[src/rtl/div_share_ctrl_if.sv]
// Handshake and data bundle between two division clients, the shared
// divider datapath and div_share_ctrl.
// Ports: reqN_* request channels, respN_* response channels, div_* divider
//   controls/results, busy status.  slave = controller side, master = environment.
interface div_share_ctrl_if;
   logic        req0_valid, req0_ready;
   logic [31:0] req0_dividend, req0_divisor;
   logic        req1_valid, req1_ready;
   logic [31:0] req1_dividend, req1_divisor;

   logic        resp0_valid, resp0_ready, resp0_err;
   logic [31:0] resp0_quotient, resp0_remainder;
   logic        resp1_valid, resp1_ready, resp1_err;
   logic [31:0] resp1_quotient, resp1_remainder;

   logic [31:0] div_dividend, div_divisor;
   logic        div_reset, div_run, div_ready;
   logic [31:0] div_quotient, div_remainder;

   logic        busy;

   modport slave (
      input  req0_valid, req0_dividend, req0_divisor,
      input  req1_valid, req1_dividend, req1_divisor,
      output req0_ready, req1_ready,
      output resp0_valid, resp0_err, resp0_quotient, resp0_remainder,
      output resp1_valid, resp1_err, resp1_quotient, resp1_remainder,
      input  resp0_ready, resp1_ready,
      output div_dividend, div_divisor, div_reset, div_run,
      input  div_ready, div_quotient, div_remainder,
      output busy
   );

   modport master (
      output req0_valid, req0_dividend, req0_divisor,
      output req1_valid, req1_dividend, req1_divisor,
      input  req0_ready, req1_ready,
      input  resp0_valid, resp0_err, resp0_quotient, resp0_remainder,
      input  resp1_valid, resp1_err, resp1_quotient, resp1_remainder,
      output resp0_ready, resp1_ready,
      input  div_dividend, div_divisor, div_reset, div_run,
      output div_ready, div_quotient, div_remainder,
      input  busy
   );
endinterface

[src/rtl/div_share_ctrl.sv]
// Two-client round-robin sequencer for the shared iterative divider, with a
// run-cycle timeout (TIMEOUT >= 2) that aborts a hung divider.
// Ports: clk, Reset_n (async active-low), bus (div_share_ctrl_if.slave).
// Latency: transfer T, div_reset T+1, div_run from T+2, respN_valid 1 cycle after div_ready.
// Backpressure: one division in flight; requests wait in IDLE until the response is taken.
// Option: define DIV_ZERO_BYPASS_EN to answer divisor-0 requests without the divider.
module div_share_ctrl #(
   parameter int unsigned TIMEOUT = 48
) (
   input  logic             clk,
   input  logic             Reset_n,
   div_share_ctrl_if.slave  bus
);

   typedef enum logic [1:0] {IDLE, LOAD, RUN, RESP} state_t;

   localparam int unsigned CW = $clog2(TIMEOUT + 1);

   state_t         state_q, state_d;
   logic [CW-1:0]  tcnt_q;
   logic           grant_q, last_q;
   logic [31:0]    opa_q, opb_q;
   logic [31:0]    q0_q, r0_q, q1_q, r1_q;
   logic           e0_q, e1_q;

   logic           win0, win1, xfer, zero_byp, done_ok, tmo, resp_hs;
   logic [31:0]    sel_dividend, sel_divisor;
   logic           cap_en, cap_id, cap_e;
   logic [31:0]    cap_q, cap_r;

   // Round-robin: on a tie the client not granted last time wins.
   assign win0 = bus.req0_valid && (!bus.req1_valid || last_q);
   assign win1 = bus.req1_valid && (!bus.req0_valid || !last_q);
   assign xfer = (state_q == IDLE) && (win0 || win1);

   assign sel_dividend = win1 ? bus.req1_dividend : bus.req0_dividend;
   assign sel_divisor  = win1 ? bus.req1_divisor  : bus.req0_divisor;

`ifdef DIV_ZERO_BYPASS_EN
   assign zero_byp = (sel_divisor == 32'd0);
`else
   assign zero_byp = 1'b0;
`endif

   // Success wins over timeout when div_ready lands on the last allowed cycle.
   assign done_ok = (state_q == RUN) && bus.div_ready;
   assign tmo     = (state_q == RUN) && !bus.div_ready && (tcnt_q == CW'(TIMEOUT - 1));
   assign resp_hs = (state_q == RESP) && (grant_q ? bus.resp1_ready : bus.resp0_ready);

   always_ff @(posedge clk or negedge Reset_n) begin
      if (!Reset_n) state_q <= IDLE;
      else          state_q <= state_d;
   end

   always_comb begin
      state_d          = state_q;
      bus.req0_ready   = 1'b0;
      bus.req1_ready   = 1'b0;
      bus.div_reset    = 1'b0;
      bus.div_run      = 1'b0;
      bus.resp0_valid  = 1'b0;
      bus.resp1_valid  = 1'b0;
      bus.busy         = (state_q != IDLE);
      case (state_q)
         IDLE: begin
            bus.req0_ready = win0;
            bus.req1_ready = win1;
            if (xfer) state_d = zero_byp ? RESP : LOAD;
         end
         LOAD: begin
            bus.div_reset = 1'b1;
            state_d       = RUN;
         end
         RUN: begin
            bus.div_run = 1'b1;
            if (done_ok || tmo) state_d = RESP;
         end
         RESP: begin
            bus.resp0_valid = !grant_q;
            bus.resp1_valid = grant_q;
            if (resp_hs) state_d = IDLE;
         end
         default: state_d = IDLE;
      endcase
   end

   // Single write port into the per-client response registers.
   always_comb begin
      cap_en = 1'b0;
      cap_id = grant_q;
      cap_q  = 32'd0;
      cap_r  = 32'd0;
      cap_e  = 1'b0;
      if (xfer && zero_byp) begin
         cap_en = 1'b1;
         cap_id = win1;
         cap_q  = 32'hFFFF_FFFF;
         cap_r  = sel_dividend;
      end else if (done_ok) begin
         cap_en = 1'b1;
         cap_q  = bus.div_quotient;
         cap_r  = bus.div_remainder;
      end else if (tmo) begin
         cap_en = 1'b1;
         cap_e  = 1'b1;
      end
   end

   always_ff @(posedge clk or negedge Reset_n) begin
      if (!Reset_n) begin
         tcnt_q  <= '0;
         grant_q <= 1'b0;
         last_q  <= 1'b1;
         opa_q   <= 32'd0;
         opb_q   <= 32'd0;
         q0_q    <= 32'd0;
         r0_q    <= 32'd0;
         e0_q    <= 1'b0;
         q1_q    <= 32'd0;
         r1_q    <= 32'd0;
         e1_q    <= 1'b0;
      end else begin
         if (xfer) begin
            grant_q <= win1;
            last_q  <= win1;
            // Bypassed requests never touch the divider, so its operands stay put.
            if (!zero_byp) begin
               opa_q <= sel_dividend;
               opb_q <= sel_divisor;
            end
         end
         if (state_q == LOAD)     tcnt_q <= '0;
         else if (state_q == RUN) tcnt_q <= tcnt_q + CW'(1);
         if (cap_en) begin
            if (cap_id) begin
               q1_q <= cap_q;
               r1_q <= cap_r;
               e1_q <= cap_e;
            end else begin
               q0_q <= cap_q;
               r0_q <= cap_r;
               e0_q <= cap_e;
            end
         end
      end
   end

   assign bus.div_dividend    = opa_q;
   assign bus.div_divisor     = opb_q;
   assign bus.resp0_quotient  = q0_q;
   assign bus.resp0_remainder = r0_q;
   assign bus.resp0_err       = e0_q;
   assign bus.resp1_quotient  = q1_q;
   assign bus.resp1_remainder = r1_q;
   assign bus.resp1_err       = e1_q;

endmodule

[src/flat_wrapper.sv]
// flat-port wrapper written by rule: the top's interface ports become plain ports
module div_share_ctrl_flat 
#(
   parameter int unsigned TIMEOUT = 48
)
  (clk, Reset_n, bus_req0_valid, bus_req0_dividend, bus_req0_divisor, bus_req1_valid, bus_req1_dividend, bus_req1_divisor, bus_req0_ready, bus_req1_ready, bus_resp0_valid, bus_resp0_err, bus_resp0_quotient, bus_resp0_remainder, bus_resp1_valid, bus_resp1_err, bus_resp1_quotient, bus_resp1_remainder, bus_resp0_ready, bus_resp1_ready, bus_div_dividend, bus_div_divisor, bus_div_reset, bus_div_run, bus_div_ready, bus_div_quotient, bus_div_remainder, bus_busy);
  div_share_ctrl_if bus_i ();
  input  logic clk;
  input  logic Reset_n;
  input wire logic [$bits(bus_i.req0_valid)-1:0] bus_req0_valid;
  input wire logic [$bits(bus_i.req0_dividend)-1:0] bus_req0_dividend;
  input wire logic [$bits(bus_i.req0_divisor)-1:0] bus_req0_divisor;
  input wire logic [$bits(bus_i.req1_valid)-1:0] bus_req1_valid;
  input wire logic [$bits(bus_i.req1_dividend)-1:0] bus_req1_dividend;
  input wire logic [$bits(bus_i.req1_divisor)-1:0] bus_req1_divisor;
  output wire logic [$bits(bus_i.req0_ready)-1:0] bus_req0_ready;
  output wire logic [$bits(bus_i.req1_ready)-1:0] bus_req1_ready;
  output wire logic [$bits(bus_i.resp0_valid)-1:0] bus_resp0_valid;
  output wire logic [$bits(bus_i.resp0_err)-1:0] bus_resp0_err;
  output wire logic [$bits(bus_i.resp0_quotient)-1:0] bus_resp0_quotient;
  output wire logic [$bits(bus_i.resp0_remainder)-1:0] bus_resp0_remainder;
  output wire logic [$bits(bus_i.resp1_valid)-1:0] bus_resp1_valid;
  output wire logic [$bits(bus_i.resp1_err)-1:0] bus_resp1_err;
  output wire logic [$bits(bus_i.resp1_quotient)-1:0] bus_resp1_quotient;
  output wire logic [$bits(bus_i.resp1_remainder)-1:0] bus_resp1_remainder;
  input wire logic [$bits(bus_i.resp0_ready)-1:0] bus_resp0_ready;
  input wire logic [$bits(bus_i.resp1_ready)-1:0] bus_resp1_ready;
  output wire logic [$bits(bus_i.div_dividend)-1:0] bus_div_dividend;
  output wire logic [$bits(bus_i.div_divisor)-1:0] bus_div_divisor;
  output wire logic [$bits(bus_i.div_reset)-1:0] bus_div_reset;
  output wire logic [$bits(bus_i.div_run)-1:0] bus_div_run;
  input wire logic [$bits(bus_i.div_ready)-1:0] bus_div_ready;
  input wire logic [$bits(bus_i.div_quotient)-1:0] bus_div_quotient;
  input wire logic [$bits(bus_i.div_remainder)-1:0] bus_div_remainder;
  output wire logic [$bits(bus_i.busy)-1:0] bus_busy;
  assign bus_i.req0_valid = bus_req0_valid;
  assign bus_i.req0_dividend = bus_req0_dividend;
  assign bus_i.req0_divisor = bus_req0_divisor;
  assign bus_i.req1_valid = bus_req1_valid;
  assign bus_i.req1_dividend = bus_req1_dividend;
  assign bus_i.req1_divisor = bus_req1_divisor;
  assign bus_req0_ready = bus_i.req0_ready;
  assign bus_req1_ready = bus_i.req1_ready;
  assign bus_resp0_valid = bus_i.resp0_valid;
  assign bus_resp0_err = bus_i.resp0_err;
  assign bus_resp0_quotient = bus_i.resp0_quotient;
  assign bus_resp0_remainder = bus_i.resp0_remainder;
  assign bus_resp1_valid = bus_i.resp1_valid;
  assign bus_resp1_err = bus_i.resp1_err;
  assign bus_resp1_quotient = bus_i.resp1_quotient;
  assign bus_resp1_remainder = bus_i.resp1_remainder;
  assign bus_i.resp0_ready = bus_resp0_ready;
  assign bus_i.resp1_ready = bus_resp1_ready;
  assign bus_div_dividend = bus_i.div_dividend;
  assign bus_div_divisor = bus_i.div_divisor;
  assign bus_div_reset = bus_i.div_reset;
  assign bus_div_run = bus_i.div_run;
  assign bus_i.div_ready = bus_div_ready;
  assign bus_i.div_quotient = bus_div_quotient;
  assign bus_i.div_remainder = bus_div_remainder;
  assign bus_busy = bus_i.busy;
  div_share_ctrl #(.TIMEOUT(TIMEOUT)) u_core (.clk(clk), .Reset_n(Reset_n), .bus(bus_i));
endmodule
[config.mk]
export PLATFORM = sky130hd
export DESIGN_NAME = div_share_ctrl_flat
export DESIGN_NICKNAME = d
export VERILOG_FILES = /design/src/rtl/div_share_ctrl_if.sv /design/src/rtl/div_share_ctrl.sv /design/src/flat_wrapper.sv
export SDC_FILE = /design/constraint.sdc
export NUM_CORES = 1
export LEC_CHECK = 0
export CORE_MARGIN = 3
export CORE_UTILIZATION = 31
export DETAILED_ROUTE_END_ITERATION = 10
export GPL_ROUTABILITY_DRIVEN = 0
export GPL_TIMING_DRIVEN = 0
export SKIP_CTS_REPAIR_TIMING = 1
export SYNTH_ARGS = -nofsm -noshare
export SYNTH_HDL_FRONTEND = slang
export SYNTH_SLANG_ARGS = --single-unit
[constraint.sdc]
create_clock -name clk -period 3.5 [get_ports clk]
set_input_delay 0.525 -clock clk [delete_from_list [all_inputs] [get_ports clk]]
set_output_delay 0.525 -clock clk [all_outputs]
set_load 0.01 [all_outputs]
# Word level (Yosys, flattened, before mapping)
# Cells that the tools add are included.
# word_totals
out_inout_bits	201
word_cells	63
register_bits	204
# op_classes
n_reduce_logical	22
eq_ne	7
add_sub_neg	1
bitwise_logic	1
n_mux	20
# ops
cell	n
2-to-1 mux 32 bit	4
2-to-1 mux 6 bit	2
2-to-1 mux 1 bit	10
one-hot mux 2 bit (4 select lines)	1
logical AND 1 bit	7
adder 6 x 1 -> 6 bit, second input constant	1
equality test 6 bit, second input constant	1
2-to-1 mux 2 bit	3
logical NOT 1 bit	5
equality test 2 bit, second input constant	2
logical OR 1 bit	4
inequality test 2 x 1 -> 1 bit, second input constant	2
AND reduction 2 bit	2
nonzero test 2 bit	2
AND reduction 3 bit	1
equality test 2 x 1 -> 1 bit, second input constant	1
logical NOT 2 bit	1
inequality test 2 bit, second input constant	1
inverter 1 bit	1

# Depth between registers and ports, before layout
# Gate-level depths: netlist of the first run.
# depth
ltp_word	7
mapped_depth	8
mapped_depth_nobuf	6

# Worst setup path after synthesis of the first run
# Ideal clock, no wire load.
# synth_timing
path_kind	register -> register
from	register u_core.state_q[0]
to	register u_core.state_q[1]
setup_time_ns	0.125
path_slack_ns	1.767
arrival_ns	1.608
period_less_slack_ns	1.733
required_ns	3.375
stages_incl_launch_ff	7
n_path_buf	0
path_cell_list	dfrtp_1 -> inv_1 -> ha_1 -> inv_1 -> or3_1 -> o311ai_1 -> mux2_2
# synth_between
elab_chain_cells	6
elab_cells_between_ends	15
cone_classes	6 x eq/ne; 1 x mux; 8 x reduce/logical
# synth_lines
item	line	source
from (decl)	div_share_ctrl.sv:19	state_t state_q, state_d;
from (signal assigned)	div_share_ctrl.sv:52	else state_q <= state_d;
equality test 2 bit	div_share_ctrl.sv:46, div_share_ctrl.sv:47, div_share_ctrl.sv:64	
logical AND 1 bit (2 in series)	div_share_ctrl.sv:47	assign tmo = (state_q == RUN) && !bus.div_ready && (tcnt_q == CW'(TIMEOUT - 1));
logical OR 1 bit	div_share_ctrl.sv:76	if (done_ok || tmo) state_d = RESP;
inequality test 2 bit (no line)	-	
AND reduction 3 bit (no line)	-	
# Several ways; a longest one is shown, not always the timed one.
# A chain may end at the register's enable or synchronous reset.

# Worst setup path in the final report of the first run
# layout_timing
from	input port bus_req1_valid
to	output port bus_req1_ready
# layout_between
elab_chain_cells	2
# layout_lines
item	line	source
from (decl)	flat_wrapper.sv:13	input wire logic [$bits(bus_i.req1_valid)-1:0] bus_req1_valid;
logical AND 1 bit	div_share_ctrl.sv:33	assign win1 = bus.req1_valid && (!bus.req0_valid || !last_q);
2-to-1 mux 1 bit	div_share_ctrl.sv:64	case (state_q)
to (decl)	flat_wrapper.sv:17	output wire logic [$bits(bus_i.req1_ready)-1:0] bus_req1_ready;
# No other way between the ends.

==> results of run 1 <==
-- per-layer routing --
metal	global-route usage (%)	up-vias	share of wire [%]
met5	0	-	0.023
met4	4.91	2	1.8
met3	9.11	35	12
met2	34.3	330	48
met1	24.3	3417	38
li1	-	3163	-
-- layout by cell type, fill, tap and decap left out, types with 8 or more instances in the layout --
master / synthesis / layout
clkbuf_16: 0 / 23
mux2i_1: 66 / 66
a22o_1: 128 / 128
inv_1: 8 / 8
buf_6: 12 / 12
clkbuf_1: 13 / 17
o21ai_1: 9 / 9
nand2_1: 68 / 68
o21ai_0: 59 / 59
clkdlybuf4s50_1: 0 / 398
buf_2: 17 / 17
dfrtp_1: 203 / 203
-- cell type report --
type / count / area [sq um] / area share (%)
Antenna cell: 1 / 2.50 / 0.0187
Clock inverter: 9 / 128 / 0.956
Clock buffer: 30 / 632 / 4.73
Tap cell: 330 / 413 / 3.09
Buffer: 48 / 314 / 2.35
Sequential cell: 204 / 5110 / 38.2
Inverter: 8 / 30.0 / 0.225
Multi-Input combinational cell: 371 / 2700 / 20.2
Timing Repair Buffer: 400 / 4030 / 30.2
-- power by group through the flow --
stage | Combinational, mW | Clock [mW] | Sequential, mW
after global placement | 5.33 | 0 | 4.12
after detailed placement | 5.36 | 0 | 4.11
after global routing | 5.70 | 2.61 | 4.26
after floorplan | 1.75 | 0 | 4.55
after CTS | 5.38 | 2.53 | 4.11
final | 5.29 | 2.46 | 4.12
-- final timing paths --
kind	cells past startpoint	end
setup / recovery	5	bus_req1_ready
hold / removal	1	u_core.bus.resp1_quotient[22]
setup reg to reg	8	u_core.bus.div_divisor[16]
hold reg to reg	2	u_core.bus.div_dividend[11]
max in group asynchronous	2	u_core.bus.div_divisor[31]
min in group clk	2	u_core.bus.div_dividend[11]
-- synthesized netlist by cell type --
library cell	count	area, sq um
ha_1	5	62.6
clkbuf_1	13	48.8
nor3b_1	1	7.51
nor3b_4	1	18.8
buf_4	6	45.0
xor2_1	1	8.76
nand3_2	1	10.0
a31oi_1	1	6.26
mux2_2	1	11.3
mux2i_1	66	661
and3_1	2	12.5
o21ai_0	59	295
or3_1	1	6.26
inv_1	8	30.0
buf_2	17	85.1
dfrtp_1	203	5080
xnor2_1	1	8.76
o22ai_1	1	6.26
o21ai_4	2	32.5
o311ai_1	1	8.76
nor2_1	5	18.8
o21bai_1	1	7.51
nand4_1	1	6.26
dfstp_2	1	26.3
nand3b_1	1	7.51
buf_6	12	135
nand2b_1	2	12.5
o21ai_1	9	45.0
a32oi_1	1	8.76
nor2b_1	1	6.26
and2_1	2	12.5
a21boi_1	1	7.51
a22o_1	128	1120
a21oi_1	7	35.0
nand2_1	68	255
-- kinds of logic (layout without fill, tap and decap cells) --
group / Yosys count / after routing / synth area share (%)
AOI/OAI and AO/OA: 211 / 211 / 19.3
xor gates and xnor gates: 2 / 2 / 0.215
adders and majority gates: 5 / 5 / 0.768
buffers and inverters: 56 / 495 / 4.22
DFF: 204 / 204 / 62.6
muxes: 67 / 67 / 8.24
other: 0 / 1 / 0
and+or+nand+nor: 86 / 86 / 4.59
-- metrics by stage --
step,area (sq um),util [%]
finish,13400,52.3
global route,13400,52.3
CTS,13300,52.3
detailed placement,12600,49.3
global placement,12600,49.2
floorplan,8150,-
-- critical path: stages --
cell	delay, ns
clkdlybuf4s50_1	0.55
a21boi_1	0.21
buf_4	0.24
and2_1	0.18
clkdlybuf4s50_1	0.55
-- sequential cells by signal (all words and copies together), names as in the netlist --
name                        flops
u_core.tcnt_q                   6
u_core.last_q                   1
u_core.bus.div_divisor         32
u_core.bus.resp0_quotient      32
u_core.bus.resp0_remainder     32
u_core.bus.resp1_quotient      32
u_core.state_q                  2
u_core.bus.resp0_err            1
u_core.bus.div_dividend        32
u_core.bus.resp1_remainder     32
u_core.cap_id                   1
u_core.bus.resp1_err            1
==> impl_metrics.yaml, run 1 <==
outcome:
  outcome: "completed"
critical_path:
  reg2reg_slack_ns: 1.58
  end_kind: "primary output"
  cp_max_fo: 10
  r2r_start: "u_core.state_q[0]"
  crit_path_start_kind: "input port"
  arrival_ns: 2.26
  cp.required_ns: 2.97
  crit_start: "bus_req1_valid"
  worstSetupPathType: "input port to primary output"
timing:
  grt_setup_unrepaired: "no"
  slew_violations: 0
  setup_viol: 0
  clock_skew_ns: 0.0120
  tightest_slew_ns: 0.813
  min_period_ns: 2.79
  slew-limit-headroom_pct: 45.8
  post-route-period-util_pct: 79.6
  tns_ns: 0
  fmax_mhz: 359
  whs_ns: 0.0574
  worst_slack_ns: 0.714
  finalHoldViolCount: 0
layout:
  finalNonFillerCells: 1401
  n_fill_cell: 2295
  syn2layout_area_growth_pct: 63.8
  nets: 1260
  drive_above_1_share_pct: 7.29
synth:
  synth_cell_types: 35
  synth-seq-cells: 204
  yosys_warnings: 0
  avgSynthCellArea_sq_um: 12.9
  yosysSeqAreaShare_pct: 62.6
  synth.net_count: 835
  netlist_area_sq_mm: 0.00815
  syn_inst: 631
clocking:
  tritoncts: "yes"
  cts_made_buffers: 23
  clkLatencyLatePin_ns: 0.50
  numClockSinks: 204
  htreeDepth: 1
  path_clk_slew_ns: 0.06
  root_buffer: "clkbuf_16"
  clockBufferDepth: 3
die:
  fp-row-count: 58
  io_pins: 400
  die_h_um: 168
  die_w_um: 168
  floorplan.initialDensity_pct: 31.9
  core_region_area_sq_mm: 0.0255
  die-area_sq_mm: 0.0283
power_and_ir_drop:
  p_int_mw: 7.92
  irDropWorstVdd_mv: 0.554
  switching_power_mw: 3.95
  total_leakage_power_nw: 5.99
  p_comb_share_pct: 44.6
  seq_power_share_pct: 34.7
  finalPower_mw: 11.9
  power_frac_clock_pct: 20.7
  p_sw_share_pct: 33.3
  powerDensity_mw_per_mm2: 889
flow_run:
  drv_cap: 0
detailed_routing:
  drc: 0
  ant_nets: 0
  viasPerCell: 4.96
  wl_um: 30300
  vias: 6947
  dr.first_iter.drc_count: 476
  routedWlPerCell_um: 21.6
  drt-pass1-iter-count: 4
placement:
  place_inst: 1361
  port-buffer-count: 399
  place_ws_ns: 0.694
  dp_hpwl_um: 22800
grt:
  grt_pass1_vias: 7200
  grt_max_degree: 106
  antenna_found_initial: 2
  grtUsageTotal_pct: 20.5
  grt_pass1_wl_um: 44900
  overflow: 0
min_path:
  hold_class: "input port to asynchronous set/reset pin"
No activity file was read; power rests on OpenSTA's default activity.
==> run 2, diff against run 1 <==
--- a/config.mk
+++ b/config.mk
@@ -10,6 +10,7 @@
 export DETAILED_ROUTE_END_ITERATION = 10
 export GPL_ROUTABILITY_DRIVEN = 0
 export GPL_TIMING_DRIVEN = 0
+export PLACE_DENSITY = 0.67
 export SKIP_CTS_REPAIR_TIMING = 1
 export SYNTH_ARGS = -nofsm -noshare
 export SYNTH_HDL_FRONTEND = slang
==> constraint.sdc (replaced) <==
create_clock -name clk -period 2.5 [get_ports clk]
set_input_delay 0.375 -clock clk [delete_from_list [all_inputs] [get_ports clk]]
set_output_delay 0.375 -clock clk [all_outputs]
set_load 0.01 [all_outputs]
==> impl_metrics.yaml, run 2 (synthesized netlist as in run 1, its figures left out) <==
die:
  floorplan.initialDensity_pct: 31.9
  fp-row-count: 58
  core_region_area_sq_mm: 0.0255
  die_w_um: 168
  die-area_sq_mm: 0.0283
  die_h_um: 168
  io_pins: 400
grt:
  grtUsageTotal_pct: 20.5
  antenna_found_initial: 2
  grt_pass1_vias: 7325
  grt_pass1_wl_um: 45400
  overflow: 0
  grt_max_degree: 109
placement:
  dpl-instance-area_sq_mm: 0.0126
  port-buffer-count: 399
  place_inst: 1361
  dp_hpwl_um: 22500
critical_path:
  crit_chain: "clkdlybuf4s50_1, a21boi_2, buf_6, and2_1, clkdlybuf4s50_1"
  worstSetupPathType: "input port to primary output"
  max_stage_delay_ns: 0.55
  cpMostUsedCell: "clkdlybuf4s50_1"
  reg2reg_slack_ns: 0.40
  r2r_start: "u_core.state_q[0]"
  cp.required_ns: 2.12
  critPathSlowestCell: "clkdlybuf4s50_1"
  end_kind: "primary output"
  crit_path_start_kind: "input port"
  arrival_ns: 2.05
  cp_max_fo: 10
  reg2reg_depth: 6
  worstReg2RegEnd: "u_core.bus.div_divisor[29]"
detailed_routing:
  routedWlPerCell_um: 21.4
  dr.first_iter.drc_count: 290
  vias: 6999
  drt-pass1-iter-count: 4
  wl_um: 30200
  viasPerCell: 4.97
  ant_nets: 0
  drc: 0
layout:
  layout_common_cells: "clkdlybuf4s50_1 (397), dfrtp_1 (203), a22o_1 (128), nand2_1 (68), mux2i_1 (66)"
  diodes: 0
  n_fill_cell: 2276
  post-route-util_pct: 52.9
  mostFrequentLayoutCell: "clkdlybuf4s50_1"
  ff_latch_area_sq_mm: 0.00511
  nets: 1263
  drive_above_1_share_pct: 7.80
  finalNonFillerCells: 1407
  multi_input_area_sq_mm: 0.00270
  syn2layout_area_growth_pct: 65.8
  final_area_sq_mm: 0.0135
timing:
  post-route-period-util_pct: 96.8
  fmax_mhz: 413
  clock_skew_ns: 0.0115
  finalHoldViolCount: 0
  slew_violations: 0
  min_period_ns: 2.42
  setup_viol: 0
  grt_setup_unrepaired: "no"
  slew-limit-headroom_pct: 45.1
  tightest_slew_ns: 0.824
  whs_ns: 0.478
min_path:
  hp-start: "u_core.bus.div_divisor[27]"
  hold_class: "flop to flop"
  min_path_cells: 2
  whs_endpoint: "u_core.bus.div_divisor[27]"
outcome:
  outcome: "completed"
clocking:
  path_clk_slew_ns: 0.05
  root_buffer: "clkbuf_16"
  htreeDepth: 1
  tritoncts: "yes"
  clkLatencyLatePin_ns: 0.51
  clockBufferDepth: 3
  cts_made_buffers: 25
  numClockSinks: 204
power_and_ir_drop:
  powerDensity_mw_per_mm2: 1270
  total_leakage_power_nw: 6.09
  irDropWorstVdd_mv: 0.701
flow_run:
  drv_cap: 0
## run 2: changes by cell type in the layout (fill, tap and decap cells not counted)
| cell | before | now |
|---|---|---|
| a21boi_1 | 1 | 0 |
| a21boi_2 | 0 | 1 |
| buf_4 | 6 | 5 |
| buf_6 | 12 | 13 |
| bufinv_16 | 3 | 6 |
| clkbuf_1 | 17 | 18 |
| clkbuf_16 | 23 | 25 |
| clkdlybuf4s50_1 | 398 | 397 |
| clkinv_4 | 0 | 1 |
| clkinvlp_4 | 3 | 2 |
| diode_2 | 1 | 0 |
| dlygate4sd3_1 | 0 | 1 |
| dlymetal6s2s_1 | 0 | 1 |
## run 2: layout make-up
type                    count  share of cell area (%)
plain buffers              48                    2.35
clock buffers              33                    5.07
clock inverters            12                    1.62
inverters                   8                   0.222
multi-input cells         371                    20.0
flip-flops and latches    204                    37.8
well taps                 330                    3.06
repair buffers            401                    29.9
## run 2: layer usage
| metal | track usage [%] | part of all wire [%] | vias up |
|---|---|---|---|
| met5 | 0 | 0.090 | - |
| met4 | 3.84 | 1.5 | 4 |
| met3 | 7.61 | 10 | 45 |
| met2 | 35.3 | 49 | 310 |
| met1 | 24.9 | 40 | 3473 |
| li1 | - | - | 3167 |
## run 2: power breakdown
part	total (mW)	internal [mW]	switching, mW
registers	5.80	4.85	0.945
logic	7.38	4.16	3.22
clock network	3.98	2.54	1.44
## run 2: stage by stage
stage               power, mW  TNS [ns]  worst slack, ns
global placement         13.2  -1582.94            -7.80
detailed placement       13.3  -0.00562         -0.00562
finish                   17.2         0           0.0795
CTS                      17.4   -0.0940          -0.0837
floorplan                8.82         0            0.767
global route             18.1         0           0.0107
## run 2: critical path: cells and delay by family
| family | cells | cell delay, ns |
|---|---|---|
| and+or+nand+nor | 1 | 0.17 |
| AOI/OAI and AO/OA | 1 | 0.21 |
| buffers and inverters | 3 | 1.29 |
## run 2: how the worst max path moves through the flow
| stage | start | cells past startpoint | to | slack [ns] |
|---|---|---|---|---|
| CTS | u_core.state_q[0] | 5 | bus_req0_ready | -0.08 |
| finish | bus_req1_valid | 5 | bus_req1_ready | 0.08 |
| floorplan | u_core.state_q[0] | 6 | u_core.state_q[1] | 0.77 |
| global route | bus_req1_valid | 5 | bus_req1_ready | 0.01 |
| detailed placement | bus_req1_valid | 5 | bus_req1_ready | -0.006 |
| global placement | Reset_n | 1 | u_core.bus.div_dividend[20] | -7.80 |
==> run 3, diff against run 2 <==
--- a/config.mk
+++ b/config.mk
@@ -7,6 +7,7 @@
 export LEC_CHECK = 0
 export CORE_MARGIN = 3
 export CORE_UTILIZATION = 31
+export CTS_BUF_LIST = sky130_fd_sc_hd__clkbuf_8
 export DETAILED_ROUTE_END_ITERATION = 10
 export GPL_ROUTABILITY_DRIVEN = 0
 export GPL_TIMING_DRIVEN = 0
==> impl_metrics.yaml, run 3 (synthesized netlist as in run 1, its figures left out) <==
placement:
  port-buffer-count: 399
  place_ws_ns: -0.00562
  dpl-instance-area_sq_mm: 0.0126
  dp_hpwl_um: 22500
power_and_ir_drop:
  seq_power_share_pct: 34.9
  irDropWorstVdd_mv: 0.770
  powerDensity_mw_per_mm2: 1240
  total_leakage_power_nw: 6.10
  switching_power_mw: 5.59
  p_sw_share_pct: 33.7
  p_int_mw: 11.0
  p_comb_share_pct: 44.4
  power_frac_clock_pct: 20.7
timing:
  post-route-period-util_pct: 96.4
  tightest_slew_ns: 0.814
  worst_slack_ns: 0.0912
  grt_setup_unrepaired: "no"
  min_period_ns: 2.41
  fmax_mhz: 415
  finalHoldViolCount: 0
  setup_viol: 0
  clock_skew_ns: 0.0153
  slew_violations: 0
  slew-limit-headroom_pct: 45.8
flow_run:
  drv_cap: 0
die:
  io_pins: 400
  floorplan.initialDensity_pct: 31.9
  core_region_area_sq_mm: 0.0255
  fp-row-count: 58
  die_w_um: 168
  die-area_sq_mm: 0.0283
  die_h_um: 168
outcome:
  outcome: "completed"
grt:
  antenna_found_initial: 3
  overflow: 0
  grt_pass1_wl_um: 45600
  grt_max_degree: 109
  grt_pass1_vias: 7410
  grtUsageTotal_pct: 20.7
detailed_routing:
  wl_um: 30100
  routedWlPerCell_um: 21.1
  drc: 0
  drt-pass1-iter-count: 4
  vias: 7032
  dr.first_iter.drc_count: 355
  viasPerCell: 4.93
  ant_nets: 0
clocking:
  cts_made_buffers: 38
  numClockSinks: 204
  htreeDepth: 2
  path_clk_slew_ns: 0.06
  tritoncts: "yes"
  root_buffer: "clkbuf_8"
  clkLatencyLatePin_ns: 0.52
  clockBufferDepth: 3
layout:
  nets: 1276
  mostFrequentLayoutCell: "clkdlybuf4s50_1"
  n_fill_cell: 2279
  syn2layout_area_growth_pct: 64.6
  post-route-util_pct: 52.5
  layout_common_cells: "clkdlybuf4s50_1 (397), dfrtp_1 (203), a22o_1 (128), nand2_1 (68), mux2i_1 (66)"
  drive_above_1_share_pct: 9.22
  final_area_sq_mm: 0.0134
min_path:
  hold_class: "flop to flop"
critical_path:
  crit_path_start_kind: "input port"
  cp_max_fo: 10
  end_kind: "primary output"
  cp.required_ns: 2.12
  arrival_ns: 2.03
  worstSetupPathType: "input port to primary output"
-- run 3: metal layers --
metal / vias to the layer above / part of all wire [%] / GRT usage, %
li1: 3197 / - / -
met1: 3449 / 39 / 25.0
met2: 332 / 48 / 34.5
met3: 50 / 11 / 8.41
met4: 4 / 2.1 / 5.44
met5: - / 0.090 / 0
-- run 3: metrics by stage --
step	total power [mW]	instances	TNS [ns]	hold slack (ns)
final	16.6	1427	0	0.475
after detailed placement	13.3	1361	-0.00562	0.470
after CTS	16.8	1425	-0.111	-0.0723
after floorplan	8.82	631	0	0.0794
after global placement	13.2	1360	-1582.94	0.460
after global routing	17.6	1427	0	0.468
-- run 3: critical path: stages --
cell and delay [ns]:
clkdlybuf4s50_1 0.54, a21boi_2 0.21, buf_6 0.19, and2_1 0.17, clkdlybuf4s50_1 0.54
-- run 3: final timing paths --
check / startpoint / end / slack, ns / depth (start not counted)
worst min register to register: u_core.bus.div_dividend[28] / u_core.bus.div_dividend[28] / 0.47 / 2
worst max register to register: u_core.state_q[0] / u_core.bus.div_divisor[30] / 0.47 / 6
worst max-delay path: bus_req1_valid / bus_req1_ready / 0.09 / 5
worst min-delay path: u_core.bus.div_dividend[28] / u_core.bus.div_dividend[28] / 0.47 / 2
max in group asynchronous: Reset_n / u_core.bus.div_dividend[6] / 0.98 / 3
min in group asynchronous: Reset_n / u_core.bus.resp0_remainder[10] / 0.52 / 2
-- run 3: power by group through the flow --
| stage | Combinational [mW] | Clock (mW) | Sequential [mW] |
|---|---|---|---|
| after floorplan | 2.45 | 0 | 6.36 |
| after global placement | 7.38 | 0 | 5.79 |
| after detailed placement | 7.45 | 0 | 5.80 |
| after CTS | 7.48 | 3.53 | 5.79 |
| after global routing | 7.96 | 3.69 | 5.97 |
| final | 7.37 | 3.43 | 5.79 |
-- run 3: area by class of cell --
cell class	instances	area, sq um	share of cell area, %
buffer	48	318	2.37
multi-input combinational	371	2700	20.1
sequential	204	5110	38.1
timing repair buffer	401	4040	30.1
inverter	8	30.0	0.224
clock buffer	50	688	5.13
clock inverter	14	119	0.886
antenna	1	2.50	0.0186
tap	330	413	3.08
